[src/rtl/trig_in_pkg.sv]
// Shared types and default sizing for the trigger input capture block.
package trig_in_pkg;

  typedef enum logic [1:0] {
    ST_IDLE  = 2'd0,
    ST_ARMED = 2'd1,
    ST_PULSE = 2'd2,
    ST_DONE  = 2'd3
  } trig_state_e;

  localparam int DEL_W_DEFAULT     = 21;
  localparam int DUR_W_DEFAULT     = 11;
  localparam int MIN_WIDTH_DEFAULT = 4;

  localparam int DEL_SAT_DEFAULT = (1 << DEL_W_DEFAULT) - 1;
  localparam int DUR_SAT_DEFAULT = (1 << DUR_W_DEFAULT) - 1;

endpackage

[src/rtl/trig_in_sync.sv]
// Two-flop synchronizer for trig_in plus one edge register; level and edges
// are reported relative to rest_level.
module trig_in_sync (
  input  logic clk,
  input  logic rst,
  input  logic trig_in,
  input  logic rest_level,
  output logic level_active,
  output logic rise,
  output logic fall
);

  logic sync1_q;
  logic sync2_q;
  logic edge_q;
  logic prev_active;

  always_ff @(posedge clk) begin
    if (!rst) begin
      sync1_q <= rest_level;
      sync2_q <= rest_level;
      edge_q  <= rest_level;
    end else begin
      sync1_q <= trig_in;
      sync2_q <= sync1_q;
      edge_q  <= sync2_q;
    end
  end

  assign level_active = sync2_q ^ rest_level;
  assign prev_active  = edge_q ^ rest_level;
  assign rise         = level_active & ~prev_active;
  assign fall         = ~level_active & prev_active;

endmodule

[src/rtl/trigger_input_capture.sv]
// Captures arm-to-edge delay and active pulse width of an asynchronous trigger.
// Define TRIG_IN_GLITCH_FILTER_EN to reject pulses shorter than MIN_WIDTH.
//
// state | meaning
// IDLE  | waiting for arm
// ARMED | counting delay, waiting for a rest-to-active edge
// PULSE | counting active width, delay counter keeps running
// DONE  | result_valid held until result_ack
module trigger_input_capture
  import trig_in_pkg::*;
#(
  parameter int DEL_W     = DEL_W_DEFAULT,
  parameter int DUR_W     = DUR_W_DEFAULT,
  parameter int MIN_WIDTH = MIN_WIDTH_DEFAULT
) (
  input  logic             clk,
  input  logic             rst,
  input  logic             trig_in,
  input  logic             rest_level,
  input  logic             arm,
  input  logic             hard_stop,
  input  logic             result_ack,
  output logic             busy,
  output logic             result_valid,
  output logic             timeout,
  output logic [DEL_W-1:0] delay_cycles,
  output logic [DUR_W-1:0] width_cycles
);

`ifdef TRIG_IN_GLITCH_FILTER_EN
  localparam bit FILTER_EN = 1'b1;
`else
  localparam bit FILTER_EN = 1'b0;
`endif

  localparam logic [DEL_W-1:0] DEL_SAT = '1;
  localparam logic [DUR_W-1:0] DUR_SAT = '1;
  localparam logic [DUR_W-1:0] MIN_W   = DUR_W'(MIN_WIDTH);

  trig_state_e      state_q;
  logic             busy_q;
  logic             valid_q;
  logic             timeout_q;
  logic [DEL_W-1:0] delay_cnt_q;
  logic [DEL_W-1:0] delay_cap_q;
  logic [DEL_W-1:0] delay_out_q;
  logic [DUR_W-1:0] width_cnt_q;
  logic [DUR_W-1:0] width_out_q;

  logic             level_active;
  logic             rise;
  logic             fall;
  logic [DEL_W-1:0] delay_cnt_d;
  logic [DUR_W-1:0] width_cnt_d;
  logic             short_pulse;

  trig_in_sync u_sync (
    .clk          (clk),
    .rst          (rst),
    .trig_in      (trig_in),
    .rest_level   (rest_level),
    .level_active (level_active),
    .rise         (rise),
    .fall         (fall)
  );

  assign delay_cnt_d = (delay_cnt_q == DEL_SAT) ? DEL_SAT : delay_cnt_q + DEL_W'(1);
  assign width_cnt_d = (width_cnt_q == DUR_SAT) ? DUR_SAT : width_cnt_q + DUR_W'(1);
  // With the filter compiled out this folds to 0 and MIN_WIDTH has no effect.
  assign short_pulse = FILTER_EN && (width_cnt_q < MIN_W);

  always_ff @(posedge clk) begin
    if (!rst) begin
      state_q     <= ST_IDLE;
      busy_q      <= 1'b0;
      valid_q     <= 1'b0;
      timeout_q   <= 1'b0;
      delay_cnt_q <= '0;
      delay_cap_q <= '0;
      delay_out_q <= '0;
      width_cnt_q <= '0;
      width_out_q <= '0;
    end else if (hard_stop) begin
      state_q     <= ST_IDLE;
      busy_q      <= 1'b0;
      valid_q     <= 1'b0;
      timeout_q   <= 1'b0;
      delay_cnt_q <= '0;
      delay_cap_q <= '0;
      delay_out_q <= '0;
      width_cnt_q <= '0;
      width_out_q <= '0;
    end else begin
      case (state_q)
        ST_IDLE: begin
          if (arm) begin
            state_q     <= ST_ARMED;
            busy_q      <= 1'b1;
            delay_cnt_q <= '0;
          end
        end
        ST_ARMED: begin
          delay_cnt_q <= delay_cnt_d;
          if (rise) begin
            state_q     <= ST_PULSE;
            delay_cap_q <= delay_cnt_d;
            width_cnt_q <= DUR_W'(1);
          end else if (delay_cnt_d == DEL_SAT) begin
            state_q     <= ST_DONE;
            busy_q      <= 1'b0;
            valid_q     <= 1'b1;
            timeout_q   <= 1'b1;
            delay_out_q <= DEL_SAT;
            width_out_q <= '0;
          end
        end
        ST_PULSE: begin
          delay_cnt_q <= delay_cnt_d;
          if (fall) begin
            if (short_pulse) begin
              state_q <= ST_ARMED;
            end else begin
              state_q     <= ST_DONE;
              busy_q      <= 1'b0;
              valid_q     <= 1'b1;
              timeout_q   <= 1'b0;
              delay_out_q <= delay_cap_q;
              width_out_q <= width_cnt_q;
            end
          end else if (level_active) begin
            width_cnt_q <= width_cnt_d;
          end
        end
        ST_DONE: begin
          if (result_ack) begin
            state_q <= ST_IDLE;
            valid_q <= 1'b0;
          end
        end
        default: state_q <= ST_IDLE;
      endcase
    end
  end

  assign busy         = busy_q;
  assign result_valid = valid_q;
  assign timeout      = timeout_q;
  assign delay_cycles = delay_out_q;
  assign width_cycles = width_out_q;

endmodule

[config.mk]
export PLATFORM = sky130hd
export DESIGN_NAME = trigger_input_capture
export DESIGN_NICKNAME = d
export VERILOG_FILES = /design/src/rtl/trig_in_pkg.sv /design/src/rtl/trig_in_sync.sv /design/src/rtl/trigger_input_capture.sv
export SDC_FILE = /design/constraint.sdc
export NUM_CORES = 1
export LEC_CHECK = 0
export CAP_MARGIN = 40
export CORE_MARGIN = 4
export CORE_UTILIZATION = 52
export CTS_CLUSTER_SIZE = 30
export DETAILED_ROUTE_END_ITERATION = 8
export GPL_TIMING_DRIVEN = 0
export PLACE_DENSITY_LB_ADDON = 0.05
export SLEW_MARGIN = 20
export SYNTH_ARGS = -nofsm -noshare
export SYNTH_HDL_FRONTEND = slang
export SYNTH_SLANG_ARGS = --single-unit
[constraint.sdc]
create_clock -name clk -period 2.5 [get_ports clk]
set_input_delay 0.625 -clock clk [delete_from_list [all_inputs] [get_ports clk]]
set_output_delay 0.625 -clock clk [all_outputs]
set_load 0.005 [all_outputs]
# == After elaboration in Yosys (flattened, before gate mapping) ==
# Index checks and enable logic that the tools add are counted.
# totals
reg_bits,93
# classes
n_eq_ne,15
add_sub_neg,2
muxes,36
reduce_logical,14
n_bitwise,7
# op_table
op,n
$mux 21,5
$pmux 21 s2,2
$mux 11,7
$pmux 11 s2,2
$eq 21x21->1 const B,2
$add 21x1->21 const B,1
$ne 2x2->1 const B,7
$reduce_and 4->1,3
$add 11x1->11 const B,1
$eq 11x11->1 const B,1
$mux 1,11
$mux 2,5
$reduce_and 5->1,2
$pmux 2 s4,1
$pmux 1 s3,2
$reduce_bool 3->1,2
$eq 2x2->1 const B,2
$reduce_and 2->1,2
$reduce_bool 2->1,2
$reduce_or 2->1,2
$ne 3x3->1 const B,1
$not 1->1,3
$and 1x1->1,2
$eq 2x1->1 const B,1
other kinds (4),5

# == Longest topological paths before layout ==
# logic_depth
ltp_word,6
mapped_depth,13
depth_no_buf,10

# == Modules after synthesis ==
# Synthesis repeated with hierarchy kept, for this count alone.
# hier_totals
cells_unflattened,515
area_unflattened_um2,4362.9
# modules_own_cells
mod,cells_per_inst,seq_area_each_um2,instances,area_per_inst_um2
trigger_input_capture,500,1801.7,1,4231.6
trig_in_sync,15,60.1,1,131.4

# == Least setup slack after synthesis ==
# No wires, ideal clock.
# synth_path
path_kind,register -> register
from,register delay_cnt_q[1]
to,"register width_out_q[0], in the netlist width_cycles[0]"
synth_period_minus_slack_ns,2.522
t_arrival_ns,2.406
n_path_buf,3
stages_incl_launch_ff,13
path_slack_ns,-0.022
required_ns,2.383
cell_sequence,dfxtp_1 ha_1 buf_2 and3_1 buf_2 nand3_4 nor3_1 a211oi_1 a211oi_2 a41o_2 nor2_1 buf_6 a22o_1
# synth_via
elab_chain_len,5
# synth_rtl
item,line_no,rtl
"start, declared",trigger_input_capture.sv:44,logic [DEL_W-1:0] delay_cnt_q;
"start signal, assigned",trigger_input_capture.sv:103,delay_cnt_q <= delay_cnt_d;
"start signal, assigned",trigger_input_capture.sv:118,delay_cnt_q <= delay_cnt_d;
$add 21x1->21 / $eq 21x21->1 (equally long branches),trigger_input_capture.sv:67,assign delay_cnt_d = (delay_cnt_q == DEL_SAT) ? DEL_SAT : delay_cnt_q + DEL_W'(1);
$mux 21 (*),trigger_input_capture.sv:67,
$eq 21x21->1 (*),trigger_input_capture.sv:108,end else if (delay_cnt_d == DEL_SAT) begin
$ne 2x2->1 (no source line) (*),n/a,
$reduce_and 4->1 (no source line) (*),n/a,
"end signal, assigned",trigger_input_capture.sv:128,width_out_q <= width_cnt_q;
"end, declared",trigger_input_capture.sv:48,logic [DUR_W-1:0] width_out_q;
# Mark *: on every way between the ends. The rest lies on a longest branch, timed or not.
# A chain may end at the register's enable or synchronous reset.

# == Worst setup path in the final report ==
# layout_path
from,register delay_cnt_q[1]
to,"register delay_out_q[15], in the netlist delay_cycles[15]"
# layout_via
elab_chain_len,5
# layout_rtl
item,line_no,rtl
$add 21x1->21 / $eq 21x21->1 (equally long branches),trigger_input_capture.sv:67,
$mux 21 (*),trigger_input_capture.sv:67,
$eq 21x21->1 (*),trigger_input_capture.sv:108,
$ne 2x2->1 (no source line) (*),n/a,
$reduce_and 4->1 (no source line) (*),n/a,
"end signal, assigned",trigger_input_capture.sv:127,delay_out_q <= delay_cap_q;
"end, declared",trigger_input_capture.sv:46,logic [DEL_W-1:0] delay_out_q;
# Marks and branches as above.

==> out/qor.yml <==
outcome: "complete, but fails checks"
failed_checks: "negative setup slack"
synth_area_um2: 4518
synth_top_area_share_pct: 41.21
worstSkewPairLatency_ns: 0.38
max_freq_ghz: 0.3846
startpoint_type: "register"
io_buffers: 41
swShare_pct: 27.01
grtUsageTotal_pct: 25.32
dp_worst_setup_slack_ns: -0.6247
die-area_um2: 10240
drc: 0
regToRegSetupSlack_ns: -0.10
grt_antenna_before_repair: 0
core.rowCount: 33
timing.rr.start: "delay_cnt_q[1]"
grt_pass1_wl_um: 20590
area_delta_synth_final_pct: 33.31
place_congestion: 0.9322
cts_hold_buffers: 0
wire_per_inst_um: 18.35
final_nets: 633
p_switching_uw: 730.9
maxSlewViolCount: 0
rsz0062_at_grt: "true"
path_depth: 11
finalSetupViolations: 32
grt.overflow.total: 0
finalWorstSetupSlack_ns: -0.1003
endpoint_kind: "register"
synth.ff_latch_count: 93
worstSetupPathType: "register to register"
hold_viol: 0
grt_pass1_vias: 4045
path_max_fanout: 6
critPathBufInv: 3
drt_iter0_markers: 328
seq_area_frac_synth_pct: 41.21
hp-class: "register to register"
synthAdderAreaFrac_pct: 1.662
finalCritPeriodShare_pct: 104.0
dp_cells: 686
first_pass_iters: 5
num_vias: 4442
io_pins: 42
grt_max_degree: 18
htreeDepth: 3
synth_cell_type_count: 63
yosys.area_share.simple_pct: 21.82
yosysWarnings: 0
synth_edf_count: 0
timing.hold.ws_ns: 0.4365
syn-instance-count: 540
clk_path_buf_depth: 2
combPwrFrac_pct: 7.5
viasPerCell: 6.085
crit_start: "delay_cnt_q[1]"
die_w_um: 101.2
slowest_stage: "dfxtp_4"
p_leak_uw: 0.002114
clockPowerShare_pct: 36.9
min_period_ns: 2.600
r2r_cells: 11
diodes: 0
critical_path.top_delay_family: "compound AO/OA/AOI/OAI gates"
dieHeight_um: 101.2
worstHoldStart: "u_sync.sync1_q"
path_clk_slew_ns: 0.10
coreArea_um2: 8341
async_flop_share_pct: 0
crit_arrival_ns: 2.87
place_hpwl_um: 8635
synth_compound_area_share_pct: 27.19
cts_tree: "built"
p_seq_share_pct: 55.6
synth_xor_area_share_pct: 1.745
endpoint: "delay_cycles[15]"
drv_cap: 0
ant_nets: 0
critPathMaxStageDelay_ns: 0.38
wl_um: 13400
worstMarginPinSlew_ns: 0.7032
synth_mux_area_share_pct: 0.4431
ir_drop_uv: 253.5
cts_sinks: 93
internal_power_uw: 1975
setup_tns_ns: -2.192
synth_nets: 553
synthTopCellsByArea: "dfxtp_1 (41%), a21oi_1 (5.6%), o221a_2 (5.2%)"
slew_headroom_pct: 53.12
pwr_density_cell_nw_per_um2: 449.3
synth_top_family_by_area: "compound AO/OA/AOI/OAI gates"
synthFlopType: "dfxtp_1"
r2r_end: "delay_cycles[15]"
cts_root_buf: "clkbuf_8"
synth_area_leader_cell: "dfxtp_1"
fin_skew_ns: 0.01235
syn_area_per_cell_um2: 8.367
required_ns: 2.77
drive_gt1_share_pct: 23.20
cts-buffers-inserted: 9
initial_core_util_pct: 54.17
final_cells: 730
cp_cell_sequence: "ha_4 > buf_6 > nand4_1 > nor4_2 > xor2_1 > o311ai_4 > o211ai_1 > o211ai_4 > buf_12 > clkbuf_16 > o221a_2"
[how the worst min path moves through the flow]
stage,slack (ns),cells past startpoint,endpoint
finish,0.44,2,u_sync.sync2_q
global route,0.48,2,u_sync.sync2_q
CTS,0.44,2,u_sync.sync2_q
detailed placement,0.42,2,u_sync.sync2_q
global placement,0.41,2,u_sync.sync2_q
floorplan,0.40,2,u_sync.sync2_q
[layout by cell type, fill, tap and decap left out, types with 8 or more instances in the layout]
cell             count
buf_4               30
a21oi_1             50
nor3_1              17
buf_6               13
a22o_1              12
a31oi_1              8
o221a_4             16
nand3_1             17
clkdlybuf4s50_1     41
dfxtp_1             87
nand2_1             38
inv_1               10
clkbuf_8            10
o21ai_0             43
clkbuf_1            16
and3_1              11
nand2b_1            10
nor2_1              55
[state kept, by name (all words and copies together), names as in the netlist]
name,cells
delay_cycles,21
width_cnt_q,11
result_valid,1
u_sync.edge_q,1
state_q,2
width_cycles,11
busy,1
u_sync.sync2_q,1
u_sync.sync1_q,1
timeout,1
delay_cnt_q,21
delay_cap_q,21
[worst reg2reg max path, delay by kind of cell, from the launching register on]
family / cells / cell delay (ns)
AOI/OAI and AO/OA: 4 / 0.88
xor gates and xnor gates: 1 / 0.32
adders and majority gates: 1 / 0.17
buffers and inverters: 3 / 0.43
DFF: 1 / 0.38
and+or+nand+nor: 2 / 0.31
[what timing repair did]
item,4_1_cts,5_1_grt
cloned,2,1
setup endpoints to repair,48,60
pin swaps,17,24
buffers inserted,17,10
resized for setup,49,66
[layout make-up]
class | count | area (um^2)
plain buffers | 44 | 291.5
fillers | 625 | 2317
inverters | 11 | 41.29
multi-input cells | 390 | 2791
flip-flops and latches | 93 | 1874
well taps | 105 | 131.4
clock buffers | 10 | 137.6
repair buffers | 71 | 700.7
clock inverters | 6 | 55.05
[metrics by stage]
| stage | util, % | power (uW) | instance area, um^2 |
|---|---|---|---|
| detailed placement | 60.73 | 1717 | 5065 |
| global placement | 60.73 | 1713 | 5065 |
| CTS | 67.37 | 2704 | 5619 |
| finish | 72.22 | 2706 | 6023 |
| floorplan | - | 1653 | 4523 |
| global route | 72.22 | 2809 | 6023 |
[kinds of logic after synthesis]
group / after synthesis
compound gates: 181
mux: 2
fa+ha+maj: 6
simple gates: 192
xor+xnor: 9
flops: 93
buf+inv: 57
[Yosys cell counts, types with 2 or more instances]
library cell and count:
a22o_1 12, mux2i_1 2, o21ai_1 4, nor2_1 57
nand2_1 39, and3_1 11, clkbuf_1 22, buf_2 12
dfxtp_1 93, o21ai_0 44, nand2b_1 10, nor4_1 3
nor2b_1 4, xnor2_1 3, a21oi_1 51, nor3_1 18
a211oi_1 6, and4_1 4, xor2_1 6, o211ai_1 3
buf_4 8, ha_1 6, o221a_2 21, a31oi_1 9
o21a_1 3, and2_1 6, a22oi_1 6, nand3_1 21
a41oi_1 2, nand3_4 2, buf_1 2, a211oi_2 2
a311oi_1 3, inv_1 11, nand4_1 5, a21boi_0 2
[power by group through the flow]
stage | sequential (uW) | clock [uW] | combinational, uW
6_report | 1500 | 997 | 204
5_1_grt | 1510 | 1080 | 225
4_1_cts | 1500 | 1010 | 188
3_5_place_dp | 1540 | 0 | 177
3_3_place_gp | 1540 | 0 | 174
2_1_floorplan | 1540 | 0 | 115
[layer usage]
metal  up-vias  share of wire (%)  GRT usage [%]
li1       2143                  -              -
met1      2118                 46          36.68
met2       155                 46          38.28
met3        26                6.2          3.650
met4         0                1.9          9.509
met5         -                  0              0
Note: power is estimated with default switching activity, not from simulation.
